### src/rtl/vmat_reader_pkg.sv
// vmat_reader_pkg -- shared definitions for the result-matrix reader.
//   state_e    : FSM state encoding (also exported on the debug port)
//   ELEM_BYTES : byte stride between consecutive matrix elements
//   is_last    : true when (row, col) is the final element of a rows x cols matrix
package vmat_reader_pkg;

    typedef enum logic [1:0] {
        ST_IDLE  = 2'd0,
        ST_RUN   = 2'd1,
        ST_DRAIN = 2'd2,
        ST_DONE  = 2'd3
    } state_e;

    localparam int unsigned ELEM_BYTES = 4;

    function automatic logic is_last(input logic [31:0] row, input logic [31:0] col,
                                     input logic [31:0] rows, input logic [31:0] cols);
        return (row == rows - 32'd1) && (col == cols - 32'd1);
    endfunction

endpackage

### src/rtl/vmat_reader_if.sv
// vmat_reader_if -- memory read port and element output stream of the reader.
//   mem_re / mem_addr : read strobe and byte address (reader -> memory)
//   mem_rdata         : read data, valid exactly one cycle after mem_re
//   out_*             : element stream. A beat transfers on a cycle where
//                       out_valid and out_ready are both 1; while out_valid=1
//                       and out_ready=0 the payload (data/row/col/last) is held.
//   master modport: the reader; slave modport: memory model / consumer.
interface vmat_reader_if #(
    parameter int DATA_W = 32
);
    logic              mem_re;
    logic [31:0]       mem_addr;
    logic [DATA_W-1:0] mem_rdata;
    logic              out_valid;
    logic              out_ready;
    logic [DATA_W-1:0] out_data;
    logic [31:0]       out_row;
    logic [31:0]       out_col;
    logic              out_last;

    modport master (
        output mem_re, mem_addr,
        input  mem_rdata,
        output out_valid, out_data, out_row, out_col, out_last,
        input  out_ready
    );

    modport slave (
        input  mem_re, mem_addr,
        output mem_rdata,
        input  out_valid, out_data, out_row, out_col, out_last,
        output out_ready
    );
endinterface

### src/rtl/vmat_reader_vfifo.sv
// vfifo -- small synchronous FIFO used as the reader's output buffer.
//   push/push_data : write an entry (accepted when not full, or full with pop)
//   pop/pop_data   : pop_data is the head entry; pop removes it when non-empty
//   empty, count   : occupancy status
module vfifo #(
    parameter  int WIDTH = 8,
    parameter  int DEPTH = 2,
    localparam int PTR_W = (DEPTH > 1) ? $clog2(DEPTH) : 1,
    localparam int CNT_W = $clog2(DEPTH + 1)
) (
    input  logic             clk,
    input  logic             rst_n,
    input  logic             push,
    input  logic [WIDTH-1:0] push_data,
    input  logic             pop,
    output logic [WIDTH-1:0] pop_data,
    output logic             empty,
    output logic [CNT_W-1:0] count
);

    logic [WIDTH-1:0] mem_q [DEPTH];
    logic [WIDTH-1:0] mem_d [DEPTH];
    logic [PTR_W-1:0] wr_ptr_q, wr_ptr_d;
    logic [PTR_W-1:0] rd_ptr_q, rd_ptr_d;
    logic [CNT_W-1:0] count_q, count_d;
    logic             do_push, do_pop;

    // Pointers wrap explicitly so DEPTH need not be a power of two.
    function automatic logic [PTR_W-1:0] ptr_inc(input logic [PTR_W-1:0] p);
        return (p == PTR_W'(DEPTH - 1)) ? '0 : p + PTR_W'(1);
    endfunction

    always_comb begin
        do_pop   = pop && (count_q != '0);
        // A push into a full FIFO is fine when the head leaves in the same cycle.
        do_push  = push && ((count_q != CNT_W'(DEPTH)) || do_pop);
        mem_d    = mem_q;
        wr_ptr_d = wr_ptr_q;
        rd_ptr_d = rd_ptr_q;
        if (do_push) begin
            mem_d[wr_ptr_q] = push_data;
            wr_ptr_d        = ptr_inc(wr_ptr_q);
        end
        if (do_pop) begin
            rd_ptr_d = ptr_inc(rd_ptr_q);
        end
        count_d = count_q + CNT_W'(do_push) - CNT_W'(do_pop);
    end

    always_ff @(posedge clk or negedge rst_n) begin
        if (!rst_n) begin
            mem_q    <= '{default: '0};
            wr_ptr_q <= '0;
            rd_ptr_q <= '0;
            count_q  <= '0;
        end else begin
            mem_q    <= mem_d;
            wr_ptr_q <= wr_ptr_d;
            rd_ptr_q <= rd_ptr_d;
            count_q  <= count_d;
        end
    end

    assign pop_data = mem_q[rd_ptr_q];
    assign empty    = (count_q == '0);
    assign count    = count_q;

endmodule

### src/rtl/vmat_reader.sv
// vmat_reader -- drains a row-major result matrix C from memory and streams
// its elements out with their (row, col) index.
//   clk, reset        : clock, asynchronous active-low reset
//   start             : launch a drain (ignored unless idle)
//   base_addr         : byte address of C[0][0]
//   num_rows/num_cols : dimensions of C, 4-byte elements
//   busy, done        : drain in progress / one-cycle completion pulse
//   dbg_state         : current FSM state
//   bus (master)      : memory read port and element output stream
module vmat_reader
    import vmat_reader_pkg::*;
#(
    parameter int DATA_W     = 32,
    parameter int FIFO_DEPTH = 2
) (
    input  logic          clk,
    input  logic          reset,
    input  logic          start,
    input  logic [31:0]   base_addr,
    input  logic [31:0]   num_rows,
    input  logic [31:0]   num_cols,
    output logic          busy,
    output logic          done,
    output state_e        dbg_state,
    vmat_reader_if.master bus
);

    localparam int E_W   = DATA_W + 65;
    localparam int CNT_W = $clog2(FIFO_DEPTH + 1);

    localparam logic [1:0] S_IDLE  = ST_IDLE;
    localparam logic [1:0] S_RUN   = ST_RUN;
    localparam logic [1:0] S_DRAIN = ST_DRAIN;
    localparam logic [1:0] S_DONE  = ST_DONE;

    logic [1:0]  state_q, state_d;
    logic [31:0] row_q, row_d, col_q, col_d;
    logic [31:0] rows_q, rows_d, cols_q, cols_d;
    logic [31:0] addr_q, addr_d;
    logic        inflight_q, inflight_d;
    logic [31:0] pend_row_q, pend_row_d, pend_col_q, pend_col_d;
    logic        pend_last_q, pend_last_d;

    logic             mem_re;
    logic             credit_ok;
    logic             fifo_pop, fifo_empty, out_valid;
    logic [CNT_W-1:0] fifo_count;
    logic [E_W-1:0]   fifo_wdata, fifo_rdata;
    logic             head_last;

    // FIFO entry layout: {last, row, col, data}
    assign fifo_wdata = {pend_last_q, pend_row_q, pend_col_q, bus.mem_rdata};
    assign head_last  = fifo_rdata[E_W-1];
    assign out_valid  = !fifo_empty;
    assign fifo_pop   = out_valid && bus.out_ready;

    // The entry popped this cycle frees its slot, so it is credited back
    // before deciding on a new read; this keeps one read per cycle while the
    // consumer is ready, and the returning data can never overflow the FIFO.
    assign credit_ok = (32'(fifo_count) + 32'(inflight_q)) < (32'(FIFO_DEPTH) + 32'(fifo_pop));

    always_comb begin
        state_d     = state_q;
        row_d       = row_q;
        col_d       = col_q;
        rows_d      = rows_q;
        cols_d      = cols_q;
        addr_d      = addr_q;
        pend_row_d  = pend_row_q;
        pend_col_d  = pend_col_q;
        pend_last_d = pend_last_q;
        inflight_d  = 1'b0;
        mem_re      = 1'b0;
        case (state_q)
            S_IDLE: begin
                if (start) begin
                    rows_d  = num_rows;
                    cols_d  = num_cols;
                    row_d   = '0;
                    col_d   = '0;
                    addr_d  = base_addr;
                    state_d = (num_rows == '0 || num_cols == '0) ? S_DONE : S_RUN;
                end
            end
            S_RUN: begin
                if (credit_ok) begin
                    mem_re      = 1'b1;
                    inflight_d  = 1'b1;
                    pend_row_d  = row_q;
                    pend_col_d  = col_q;
                    pend_last_d = is_last(row_q, col_q, rows_q, cols_q);
                    // Row-major order makes the address a running +4 stride,
                    // equal to base + ((row*cols + col) << 2) mod 2^32.
                    addr_d      = addr_q + 32'(ELEM_BYTES);
                    if (pend_last_d) begin
                        state_d = S_DRAIN;
                    end else if (col_q == cols_q - 32'd1) begin
                        col_d = '0;
                        row_d = row_q + 32'd1;
                    end else begin
                        col_d = col_q + 32'd1;
                    end
                end
            end
            S_DRAIN: begin
                if (fifo_pop && head_last) begin
                    state_d = S_DONE;
                end
            end
            S_DONE: begin
                state_d = S_IDLE;
            end
            default: begin
                state_d = S_IDLE;
            end
        endcase
    end

    // inflight_q clears on reset, so a read returning after reset is dropped.
    always_ff @(posedge clk or negedge reset) begin
        if (!reset) begin
            state_q     <= S_IDLE;
            row_q       <= '0;
            col_q       <= '0;
            rows_q      <= '0;
            cols_q      <= '0;
            addr_q      <= '0;
            inflight_q  <= 1'b0;
            pend_row_q  <= '0;
            pend_col_q  <= '0;
            pend_last_q <= 1'b0;
        end else begin
            state_q     <= state_d;
            row_q       <= row_d;
            col_q       <= col_d;
            rows_q      <= rows_d;
            cols_q      <= cols_d;
            addr_q      <= addr_d;
            inflight_q  <= inflight_d;
            pend_row_q  <= pend_row_d;
            pend_col_q  <= pend_col_d;
            pend_last_q <= pend_last_d;
        end
    end

    vfifo #(
        .WIDTH(E_W),
        .DEPTH(FIFO_DEPTH)
    ) u_fifo (
        .clk      (clk),
        .rst_n    (reset),
        .push     (inflight_q),
        .push_data(fifo_wdata),
        .pop      (fifo_pop),
        .pop_data (fifo_rdata),
        .empty    (fifo_empty),
        .count    (fifo_count)
    );

    assign busy      = (state_q != S_IDLE);
    assign done      = (state_q == S_DONE);
    assign dbg_state = state_e'(state_q);

    // Address and payload are forced to zero when not qualified so the bus
    // is quiet in idle and during reset.
    assign bus.mem_re    = mem_re;
    assign bus.mem_addr  = mem_re ? addr_q : '0;
    assign bus.out_valid = out_valid;
    assign bus.out_last  = out_valid && head_last;
    assign bus.out_row   = out_valid ? fifo_rdata[E_W-2 -: 32] : '0;
    assign bus.out_col   = out_valid ? fifo_rdata[DATA_W+31 -: 32] : '0;
    assign bus.out_data  = out_valid ? fifo_rdata[DATA_W-1:0] : '0;

endmodule

### src/flat_wrapper.sv
// flat-port wrapper written by rule: the top's interface ports become plain ports
module vmat_reader_flat import vmat_reader_pkg::*;
#(
    parameter int DATA_W     = 32,
    parameter int FIFO_DEPTH = 2
)
  (clk, reset, start, base_addr, num_rows, num_cols, busy, done, dbg_state, bus_mem_re, bus_mem_addr, bus_mem_rdata, bus_out_valid, bus_out_data, bus_out_row, bus_out_col, bus_out_last, bus_out_ready);
  vmat_reader_if #(.DATA_W(DATA_W)) bus_i ();
  input  logic clk;
  input  logic reset;
  input  logic start;
  input  logic [31:0] base_addr;
  input  logic [31:0] num_rows;
  input  logic [31:0] num_cols;
  output logic busy;
  output logic done;
  output state_e dbg_state;
  output wire logic [$bits(bus_i.mem_re)-1:0] bus_mem_re;
  output wire logic [$bits(bus_i.mem_addr)-1:0] bus_mem_addr;
  input wire logic [$bits(bus_i.mem_rdata)-1:0] bus_mem_rdata;
  output wire logic [$bits(bus_i.out_valid)-1:0] bus_out_valid;
  output wire logic [$bits(bus_i.out_data)-1:0] bus_out_data;
  output wire logic [$bits(bus_i.out_row)-1:0] bus_out_row;
  output wire logic [$bits(bus_i.out_col)-1:0] bus_out_col;
  output wire logic [$bits(bus_i.out_last)-1:0] bus_out_last;
  input wire logic [$bits(bus_i.out_ready)-1:0] bus_out_ready;
  assign bus_mem_re = bus_i.mem_re;
  assign bus_mem_addr = bus_i.mem_addr;
  assign bus_i.mem_rdata = bus_mem_rdata;
  assign bus_out_valid = bus_i.out_valid;
  assign bus_out_data = bus_i.out_data;
  assign bus_out_row = bus_i.out_row;
  assign bus_out_col = bus_i.out_col;
  assign bus_out_last = bus_i.out_last;
  assign bus_i.out_ready = bus_out_ready;
  vmat_reader #(.DATA_W(DATA_W), .FIFO_DEPTH(FIFO_DEPTH)) u_core (.clk(clk), .reset(reset), .start(start), .base_addr(base_addr), .num_rows(num_rows), .num_cols(num_cols), .busy(busy), .done(done), .dbg_state(dbg_state), .bus(bus_i));
endmodule
### config.mk
export PLATFORM = sky130hd
export DESIGN_NAME = vmat_reader_flat
export DESIGN_NICKNAME = d
export VERILOG_FILES = /design/src/rtl/vmat_reader_pkg.sv /design/src/rtl/vmat_reader_if.sv /design/src/rtl/vmat_reader_vfifo.sv /design/src/rtl/vmat_reader.sv /design/src/flat_wrapper.sv
export SDC_FILE = /design/constraint.sdc
export NUM_CORES = 1
export LEC_CHECK = 0
export BUFFER_PORTS_ARGS = -buffer_cell sky130_fd_sc_hd__buf_2
export CAP_MARGIN = 20
export CORE_MARGIN = 3
export CORE_UTILIZATION = 59
export DETAILED_ROUTE_END_ITERATION = 8
export MAX_ROUTING_LAYER = met4
export PLACE_DENSITY = 0.78
export SLEW_MARGIN = 10
export SYNTH_ARGS = -nofsm -noshare
export SYNTH_HDL_FRONTEND = slang
export SYNTH_SLANG_ARGS = --single-unit
### constraint.sdc
create_clock -name clk -period 4.92 [get_ports clk]
set_clock_uncertainty 0.15 [all_clocks]
set_input_delay 0.246 -clock clk [delete_from_list [all_inputs] [get_ports clk]]
set_output_delay 0.246 -clock clk [all_outputs]
set_load 0.1 [all_outputs]
# Word level (Yosys, flattened, before mapping)
# Cells that the tools add are included.
# word_totals
reg_bits	426
in_bits	132
out_inout_bits	135
wordCells	99
# classes
n_addsub	11
magnitude_cmp	4
eq_ne	12
n_mux	32
bitwise	2
reduce_logical	23
# ops
cell	count
32-bit 2-to-1 mux	13
97-bit 2-to-1 mux	4
194-bit bitwise mux	1
32-bit one-hot mux with 2 select lines	3
97-bit demux with 1-bit select	1
32-bit by 1-bit adder with 32-bit output (second input constant)	2
32-bit equality test	2
32-bit zero test	2
32-bit by 1-bit subtractor with 32-bit output (second input constant)	2
32-bit by 3-bit adder with 32-bit output (second input constant)	1
32-bit < comparator	1
2-bit 2-to-1 mux	5
2-bit by 1-bit != test with 1-bit output (second input constant)	4
2-bit one-hot mux with 4 select lines	1
4-bit AND reduction	2
1-bit logical AND	7
2-bit != test (second input constant)	3
2-bit nonzero test	3
5-bit AND reduction	1
2-bit equality test (second input constant)	2
2-bit >= comparator (second input constant)	2
2-bit zero test	2
1-bit 2-to-1 mux	4
1-bit NOT with 2-bit output	2
other kinds (11)	14

# Logic depth before layout (Yosys ltp)
# Gate-level depths: netlist (run 1).
# depth
word_depth	8
mapped_depth	15
ltp_nobuf	12

# By module
# A second synthesis (run 1) with hierarchy kept.
# hier_totals
cells_unflattened	2175
hier_area_um2	22386.5
# by_module_without_submodules
module	instances	cells_per_inst	area_per_inst_um2	seq_area_each_um2
vmat_reader	1	1598	13815.8	5705.5
vfifo	1	577	8570.7	4954.8

# Worst setup path before layout (run 1)
# Ideal clock, no wire load.
# synth_timing
path_kind	register -> output
from	register u_core.state_q[0] (netlist: u_core.dbg_state[0])
to	output bus_mem_addr[22]
arrival_ps	3767
t_required_ps	4524
path_slack_ps	757
stages_incl_launch_ff	7
path_buffers	2
path_cell_list	dfrtp_1 -> ha_1 -> clkbuf_1 -> inv_2 -> nor2_1 -> clkbuf_1 -> and2_1
# synth_via
elab_chain_len	3
# synth_rtl
element	line_no	rtl
start, declared	vmat_reader.sv:36	logic [1:0] state_q, state_d;
start signal, assigned	vmat_reader.sv:133	state_q <= state_d;
2-bit by 1-bit equality test with 1-bit output	vmat_reader.sv:74	case (state_q)
1-bit 2-to-1 mux	vmat_reader.sv:74	
via bus_mem_re	flat_wrapper.sv:18	output wire logic [$bits(bus_i.mem_re)-1:0] bus_mem_re;
32-bit 2-to-1 mux	vmat_reader.sv:167	assign bus.mem_addr = mem_re ? addr_q : '0;
end, declared	flat_wrapper.sv:19	output wire logic [$bits(bus_i.mem_addr)-1:0] bus_mem_addr;
# The timed path passes the listed nets, and every way through them passes these cells.

# Worst setup path in the final report (run 1)
# layout_timing
from	register u_core.cols_q[14]
to	register u_core.row_q[2]
# layout_via
elab_chain_len	5
elab_cells_between_ends	6
classes_between	add/sub: 1; eq/ne: 3; reduce/logical: 2
# layout_rtl
element	line_no	rtl
start, declared	vmat_reader.sv:38	logic [31:0] rows_q, rows_d, cols_q, cols_d;
start signal, assigned	vmat_reader.sv:137	cols_q <= cols_d;
32-bit by 1-bit subtractor with 32-bit output (*)	vmat_reader_pkg.sv:18, vmat_reader.sv:97	
32-bit equality test (*)	vmat_reader_pkg.sv:18, vmat_reader.sv:97	
1-bit logical AND	vmat_reader_pkg.sv:18	return (row == rows - 32'd1) && (col == cols - 32'd1);
2-bit != test (no line)	--	
5-bit AND reduction (no line) (*)	--	
end signal, assigned	vmat_reader.sv:134	row_q <= row_d;
end, declared	vmat_reader.sv:37	logic [31:0] row_q, row_d, col_q, col_d;
# Mark *: on every way between the ends. The rest lies on a longest branch, timed or not.
# A chain may end at the register's enable or synchronous reset.

==> results of run 1 <==
[where the power goes]
group / switching, mW / internal (mW)
logic: 5.68 / 2.58
registers: 1.21 / 4.37
clock network: 1.39 / 1.85
[sequential cells by signal, indices dropped and copies added (netlist names)]
signal and cells:
u_core.u_fifo.count 2, u_core.u_fifo.wr_ptr_q 1, u_core.u_fifo.mem_q 194, u_core.row_q 32, u_core.inflight_q 1, u_core.dbg_state 2
u_core.col_q 32, u_core.addr_q 32, u_core.cols_q 32, u_core.rows_q 32, u_core.u_fifo.rd_ptr_q 1, u_core.pend_last_q 1
u_core.pend_col_q 32, u_core.pend_row_q 32
[layout by cell type (no fill, tap or decap), drive strengths merged, types with 13 or more instances in the layout]
master,count
xor2,39
nand4,35
dlygate4sd3,130
nor4,44
ha,13
and2,41
mux2,325
nand3,57
inv,33
a31oi,15
or3,20
clkbuf,67
nand2,100
dfrtp,426
or4,17
nor3,34
o21ai,108
xnor2,52
o22ai,24
nor2,192
buf,292
nor2b,13
mux2i,116
a21oi,63
o31ai,21
and3,43
[per-stage QoR]
step	cell area [um2]	total power, mW	util (%)	cells	setup slack, ns
4_1_cts	26800	17.0	72.5	2948	0.725
3_5_place_dp	24100	13.7	65.1	2738	0.728
6_report	26800	17.1	72.5	2948	0.710
2_1_floorplan	22300	11.9	-	2067	0.757
5_1_grt	26800	17.9	72.5	2948	0.334
3_3_place_gp	24100	13.5	65.1	2738	0.912
[critical path: cells and delay by family (launching register included)]
kind | cells | cell delay, ns
and+or+nand+nor | 6 | 2.54
DFF | 1 | 0.44
AOI/OAI and AO/OA | 3 | 0.39
muxes | 1 | 0.31
buffers and inverters | 1 | 0.25
[routing by layer]
layer	GRT usage, %	up-vias
met5	-	-
met1	42.9	8907
met3	5.04	88
met4	6.98	0
met2	46.4	627
li1	-	8168
[layout make-up]
type | count | area (um2)
Fill cell | 2557 | 10200
Inverter | 30 | 113
Sequential cell | 426 | 10700
Multi-Input combinational cell | 1486 | 11100
Timing Repair Buffer | 422 | 2890
Clock inverter | 13 | 108
Clock buffer | 67 | 1310
Tap cell | 504 | 631
[cell families after synthesis]
kind of cell / Yosys count / synth area share (%)
simple gates: 645 / 15.3
mux: 441 / 21.6
flops: 426 / 47.8
compound gates: 296 / 8.19
buf+inv: 155 / 2.86
xor+xnor: 91 / 3.57
fa+ha+maj: 13 / 0.729
[how the worst max path moves through the flow]
stage / endpoint / slack (ns) / cells past startpoint
6_report: u_core.row_q[2] / 0.71 / 11
5_1_grt: u_core.row_q[2] / 0.33 / 11
4_1_cts: u_core.row_q[2] / 0.72 / 11
3_5_place_dp: u_core.row_q[2] / 0.73 / 11
3_3_place_gp: u_core.row_q[12] / 0.91 / 10
2_1_floorplan: bus_mem_addr[22] / 0.76 / 6
==> results.cfg, run 1 <==
[status]
status = finished, final reports clean

[final_layout]
area.growth.synth_to_final_pct = 20.1
drive_above_1_share_pct = 29.6
antenna_cells_inserted = 0
final_net_count = 2556

[routing]
detailroute.wirelength.met3_um = 3610
number_of_detailed_route_iterations_in_the_first_pass = 5
detailroute.via_count = 17800
detail_route.wl_per_cell_um = 20.4
wirelength_um = 60200
wl_met1_um = 27200
detailedRoute.firstIterationViolations = 1537
drt-vias-per-instance = 6.03
drt.antenna.violating_nets = 0
dr_wl_met2_um = 28100
top_signal_layer_used = met4
drc = 0

[synthesis]
synth_top_cell_area_share_pct = 47.8
sequential_area_share_after_synthesis_pct = 47.8
synth.cells.most_frequent = 426 x sky130_fd_sc_hd__dfrtp_1, 325 x sky130_fd_sc_hd__mux2_2, 191 x sky130_fd_sc_hd__nor2_1
yosysWarnings = 0
mappedNetlistNets = 2212
post_synth.cell_area_avg_um2 = 10.8
netlist.top_cell.by_area = sky130_fd_sc_hd__dfrtp_1
synth_top_cells_by_area = sky130_fd_sc_hd__dfrtp_1 48%, sky130_fd_sc_hd__mux2_2 16%, sky130_fd_sc_hd__mux2i_1 5.2%
synth.most_common_cell = sky130_fd_sc_hd__dfrtp_1
synth-edff-count = 0
ys_seq_elements = 426
synth-async-reset-ratio_pct = 100
synth_area_um2 = 22300
top_ff_cell_synth = sky130_fd_sc_hd__dfrtp_1
synth_cell_type_count = 83
synth_cells = 2067

[timing]
maxClockFrequency_ghz = 0.238
holdWs_ns = 0.179
setup_tns_ns = 0
hold_viol = 0
slew_at_the_pin_with_the_worst_max_slew_slack_ns = 1.04
grt_setup_unrepaired = no
timing.final.crit_share_pct = 85.6
final-max-slew-violation-count = 0
slew_headroom_pct = 30.8
setup_viol_count_final = 0
final_period_minus_worst_setup_slack_ns = 4.21

[power]
power.static_leakage_nw = 12.6
irDropWorstVdd_mv = 0.601
powerDensity_nw_per_um2 = 638

[die]
io_pins = 267
fp.dieArea_um2 = 40200
core_area_um2 = 37000
core.rowCount = 70
horizontal_die_dimension_um = 200
die_y_um = 200
starting_density_of_the_core_pct = 60.4

[critical_path]
critical_path.slowest_cell = sky130_fd_sc_hd__nor4_2
crit_arrival_ns = 4.50
crit_path_max_incr_delay_ns = 0.58
required_ns = 5.21
r2r_start = u_core.cols_q[14]
worst_r2r_endpoint = u_core.row_q[2]
crit_path_cell_trace = nor4_2, nand2_1, nor4_1, mux2i_1, nand2_1, nor4_2, and4b_1, buf_4, a21oi_1, o21ai_0, o21ai_0
cp-end-kind = register
startpoint_type = register
critical_path.max_fanout = 9
r2r_cells = 11
reg2reg_slack_ns = 0.71
setup.worst_path.start = u_core.cols_q[14]
crit_type = register to register

[hold_path]
worstHoldStart = start
hold_path_depth = 5
worst_hold_path.endpoint = u_core.row_q[31]
worst_hold_check_path_type = input port to register

[clock_network]
number_of_buffers_created_by_cts = 45
clock_latency_late_sink_ns = 0.58
post_cts_hold_buffer_count = 130
cts-root-buf = sky130_fd_sc_hd__clkbuf_16
cts.clk_slew.worst_paths_ns = 0.06
sinks_on_the_clock_net = 426
max-clock-path-buffers = 3
h-tree-depth = 2
cts_tree = done
post-cts-setup-buffers = 0
cts_repair_resize_count = 0

[grt]
grt_max_degree = 136
grt_pass1_wl_um = 96700
via_count_of_the_first_global_routing_pass = 17800
gr-total-overflow = 0
antenna_violations_before_repair = 0
grt_usage_pct = 30.3

[placed_design]
count_of_input_and_output_buffers = 266
place_congestion = 0.984
dpl.hpwl_um = 39900

[job]
max-cap-violations = 0
(Power assumes the default switching activity.)
==> run 2: changes to the inputs <==
--- a/config.mk
+++ b/config.mk
@@ -15,4 +15,5 @@
 export SLEW_MARGIN = 10
 export SYNTH_ARGS = -nofsm -noshare
 export SYNTH_HDL_FRONTEND = slang
+export SYNTH_HIERARCHICAL = 1
 export SYNTH_SLANG_ARGS = --single-unit
==> run 2 against run 1 <==
Count of clock-buffer cells in the layout is 8 lower. Final area increased by 0.29%. Final cell count up 3.4%. Fmax down 7.0%. Die area is 0.30% higher. Combinational power down 9.9%. Non-clock buffer count stayed put. Critical endpoint is now u_core/col_q[26]. Largest power group unchanged.
==> results.cfg, run 2 <==
[critical_path]
critical_path.top_delay_family = simple AND/OR/NAND/NOR gates
critPathBufInv = 2
crit_arrival_ns = 4.86
worst_r2r_endpoint = u_core/col_q[26]
critical_path.max_fanout = 14
reg2reg_slack_ns = 0.39
crit_path_max_incr_delay_ns = 0.48
crit_path_cell_trace = inv_1, ha_1, nor3b_1, nand4_1, or3_1, a2111oi_0, nand4_1, nor4_1, a211oi_2, a21oi_4, clkinvlp_4, a21oi_1
cp-end-kind = register
required_ns = 5.25
startpoint_type = register
r2r_cells = 12
r2r_start = u_core/rows_q[0]
critical_path.slowest_cell = sky130_fd_sc_hd__nor3b_1
crit_type = register to register
path_common_cell = sky130_fd_sc_hd__nand4_1

[grt]
via_count_of_the_first_global_routing_pass = 18500
grt_pass1_wl_um = 101000
grt_usage_pct = 31.2
antenna_violations_before_repair = 1
gr-total-overflow = 0
grt_max_degree = 147

[timing]
timing.final.crit_share_pct = 92.1
slew_headroom_pct = 27.3
hold_viol = 0
setup_viol_count_final = 0
final_period_minus_worst_setup_slack_ns = 4.53
setup_slack_ns = 0.391
setup_tns_ns = 0
slew_at_the_pin_with_the_worst_max_slew_slack_ns = 1.09
maxClockFrequency_ghz = 0.221
final-max-slew-violation-count = 0

[clock_network]
cts_tree = done
h-tree-depth = 2
sinks_on_the_clock_net = 426
cts.clk_slew.worst_paths_ns = 0.06
number_of_buffers_created_by_cts = 45
max-clock-path-buffers = 3
clock_latency_late_sink_ns = 0.57
cts-root-buf = sky130_fd_sc_hd__clkbuf_16

[routing]
drt-vias-per-instance = 6.06
drt.antenna.violating_nets = 0
number_of_detailed_route_iterations_in_the_first_pass = 5
detailroute.via_count = 18500
detail_route.wl_per_cell_um = 20.3
detailedRoute.firstIterationViolations = 1331
wirelength_um = 61800
drc = 0

[synthesis]
post_synth.cell_area_avg_um2 = 10.3
netlist.top_cell.by_area = sky130_fd_sc_hd__dfrtp_1
ys_seq_elements = 426
synth.most_common_cell = sky130_fd_sc_hd__dfrtp_1
synth-edff-count = 0
synth-async-reset-ratio_pct = 100
synth_top_cell_area_share_pct = 47.6
synth_area_um2 = 22400
synth_top_cells_by_area = sky130_fd_sc_hd__dfrtp_1 48%, sky130_fd_sc_hd__mux2_2 12%, sky130_fd_sc_hd__nand2_1 5.2%
synth.cells.most_frequent = 426 x sky130_fd_sc_hd__dfrtp_1, 313 x sky130_fd_sc_hd__nand2_1, 240 x sky130_fd_sc_hd__mux2_2
synth_cells = 2175
synth_cell_type_count = 85
yosysWarnings = 6
top_ff_cell_synth = sky130_fd_sc_hd__dfrtp_1
mappedNetlistNets = 2321
sequential_area_share_after_synthesis_pct = 47.6

[power]
power.static_leakage_nw = 12.6
irDropWorstVdd_mv = 0.570
powerDensity_nw_per_um2 = 605

[die]
core.rowCount = 70
horizontal_die_dimension_um = 201
core_area_um2 = 37000
fp.dieArea_um2 = 40300
io_pins = 267
die_y_um = 201
starting_density_of_the_core_pct = 60.6

[status]
status = finished, final reports clean

[placed_design]
place_congestion = 0.921
setup_slack_after_placement_ns = 0.169
dpl.hpwl_um = 40800
count_of_input_and_output_buffers = 266

[final_layout]
fillers = 2603
largest_register_ff_count = 194
registers.top_by_ff_count = u_core/u_fifo/mem_q
drive_above_1_share_pct = 24.9
layout.cells.most_common = sky130_fd_sc_hd__dfrtp_1
final_net_count = 2658
layout_common_cells = 425 x sky130_fd_sc_hd__dfrtp_1, 312 x sky130_fd_sc_hd__nand2_1, 264 x sky130_fd_sc_hd__buf_2
area.growth.synth_to_final_pct = 20.0

[hold_path]
hold_path_depth = 4
worstHoldStart = start
worst_hold_path.endpoint = u_core/dbg_state[0]
worst_hold_check_path_type = input port to register

[job]
max-cap-violations = 0
[run 2: cell count changes in the layout (fill, tap and decap cells not counted), moves of 57 or more]
cell / change
sky130_fd_sc_hd__mux2i_1: -106
sky130_fd_sc_hd__nor2_1: -121
sky130_fd_sc_hd__o2bb2ai_1: +57
sky130_fd_sc_hd__mux2_2: -85
sky130_fd_sc_hd__nand2_1: +215
sky130_fd_sc_hd__nor2b_1: +98
[run 2: per-stage QoR]
stage | utilization (%) | hold WS [ns] | std cells | area, um2 | total power, mW
6_report | 72.7 | 0.127 | 3049 | 26900 | 16.3
4_1_cts | 72.6 | 0.103 | 3044 | 26800 | 16.2
3_5_place_dp | 65.0 | 0.186 | 2836 | 24000 | 12.6
5_1_grt | 72.7 | 0.151 | 3049 | 26900 | 17.0
3_3_place_gp | 65.0 | 0.179 | 2836 | 24000 | 12.4
2_1_floorplan | - | -0.200 | 2175 | 22400 | 11.0
[run 2: power breakdown]
group	internal (mW)	switching [mW]
Sequential	4.28	1.02
Clock	2.12	1.38
Combinational	2.26	5.18
Total	8.66	7.59
[run 2: layout make-up]
cell class | instances | area, um2 | share of cell area [%]
clock inverters | 20 | 289 | 1.08
diodes | 1 | 2.50 | 0.00931
inverters | 36 | 139 | 0.517
multi-input cells | 1580 | 11000 | 40.9
well taps | 504 | 631 | 2.35
flip-flops and latches | 426 | 10700 | 39.7
clock buffers | 59 | 1230 | 4.57
repair buffers | 422 | 2910 | 10.8
repair inverters | 1 | 7.51 | 0.0279
[run 2: repair_timing]
action / in CTS / in global routing
hold endpoints to repair: 258 / 0
gates resized for setup: 0 / 3
setup buffers: 0 / 3
endpoints found under the setup margin: 0 / 35
hold buffers: 129 / 0
[run 2: worst max-delay path by stage]
| stage | to | cells after the start | startpoint | slack (ns) |
|---|---|---|---|---|
| after global routing | u_core/col_q[19] | 12 | u_core/rows_q[0] | -0.0007 |
| after detailed placement | u_core/row_q[0] | 12 | u_core/rows_q[0] | 0.17 |
| final | u_core/col_q[26] | 12 | u_core/rows_q[0] | 0.39 |
| after global placement | u_core/row_q[0] | 12 | u_core/rows_q[0] | 0.33 |
| after floorplan | u_core/col_q[6] | 12 | u_core/dbg_state[0] | 1.26 |
| after CTS | u_core/row_q[0] | 12 | u_core/rows_q[0] | 0.15 |
[run 2: cells by family after synthesis]
family / count (synthesis) / share of synthesized area [%]
compound gates: 348 / 10.5
xor+xnor: 80 / 3.19
fa+ha+maj: 14 / 0.782
buf+inv: 169 / 3.44
flops: 426 / 47.6
mux: 300 / 15.0
simple gates: 838 / 19.4
[run 2: metal layers]
| layer | GRT usage, % | part of all wire [%] | up-vias |
|---|---|---|---|
| met4 | 7.68 | 2.1 | 0 |
| met5 | - | 0 | - |
| met2 | 48.1 | 46 | 717 |
| li1 | - | - | 8460 |
| met1 | 44.1 | 45 | 9203 |
| met3 | 4.52 | 6.8 | 102 |
[run 2: worst register-to-register path, cell delays in order, from the launching register on]
cell and delay, ns:
sky130_fd_sc_hd__dfrtp_1 0.42, sky130_fd_sc_hd__inv_1 0.09, sky130_fd_sc_hd__ha_1 0.18, sky130_fd_sc_hd__nor3b_1 0.48, sky130_fd_sc_hd__nand4_1 0.41, sky130_fd_sc_hd__or3_1 0.45
sky130_fd_sc_hd__a2111oi_0 0.45, sky130_fd_sc_hd__nand4_1 0.13, sky130_fd_sc_hd__nor4_1 0.47, sky130_fd_sc_hd__a211oi_2 0.22, sky130_fd_sc_hd__a21oi_4 0.40, sky130_fd_sc_hd__clkinvlp_4 0.38
sky130_fd_sc_hd__a21oi_1 0.21
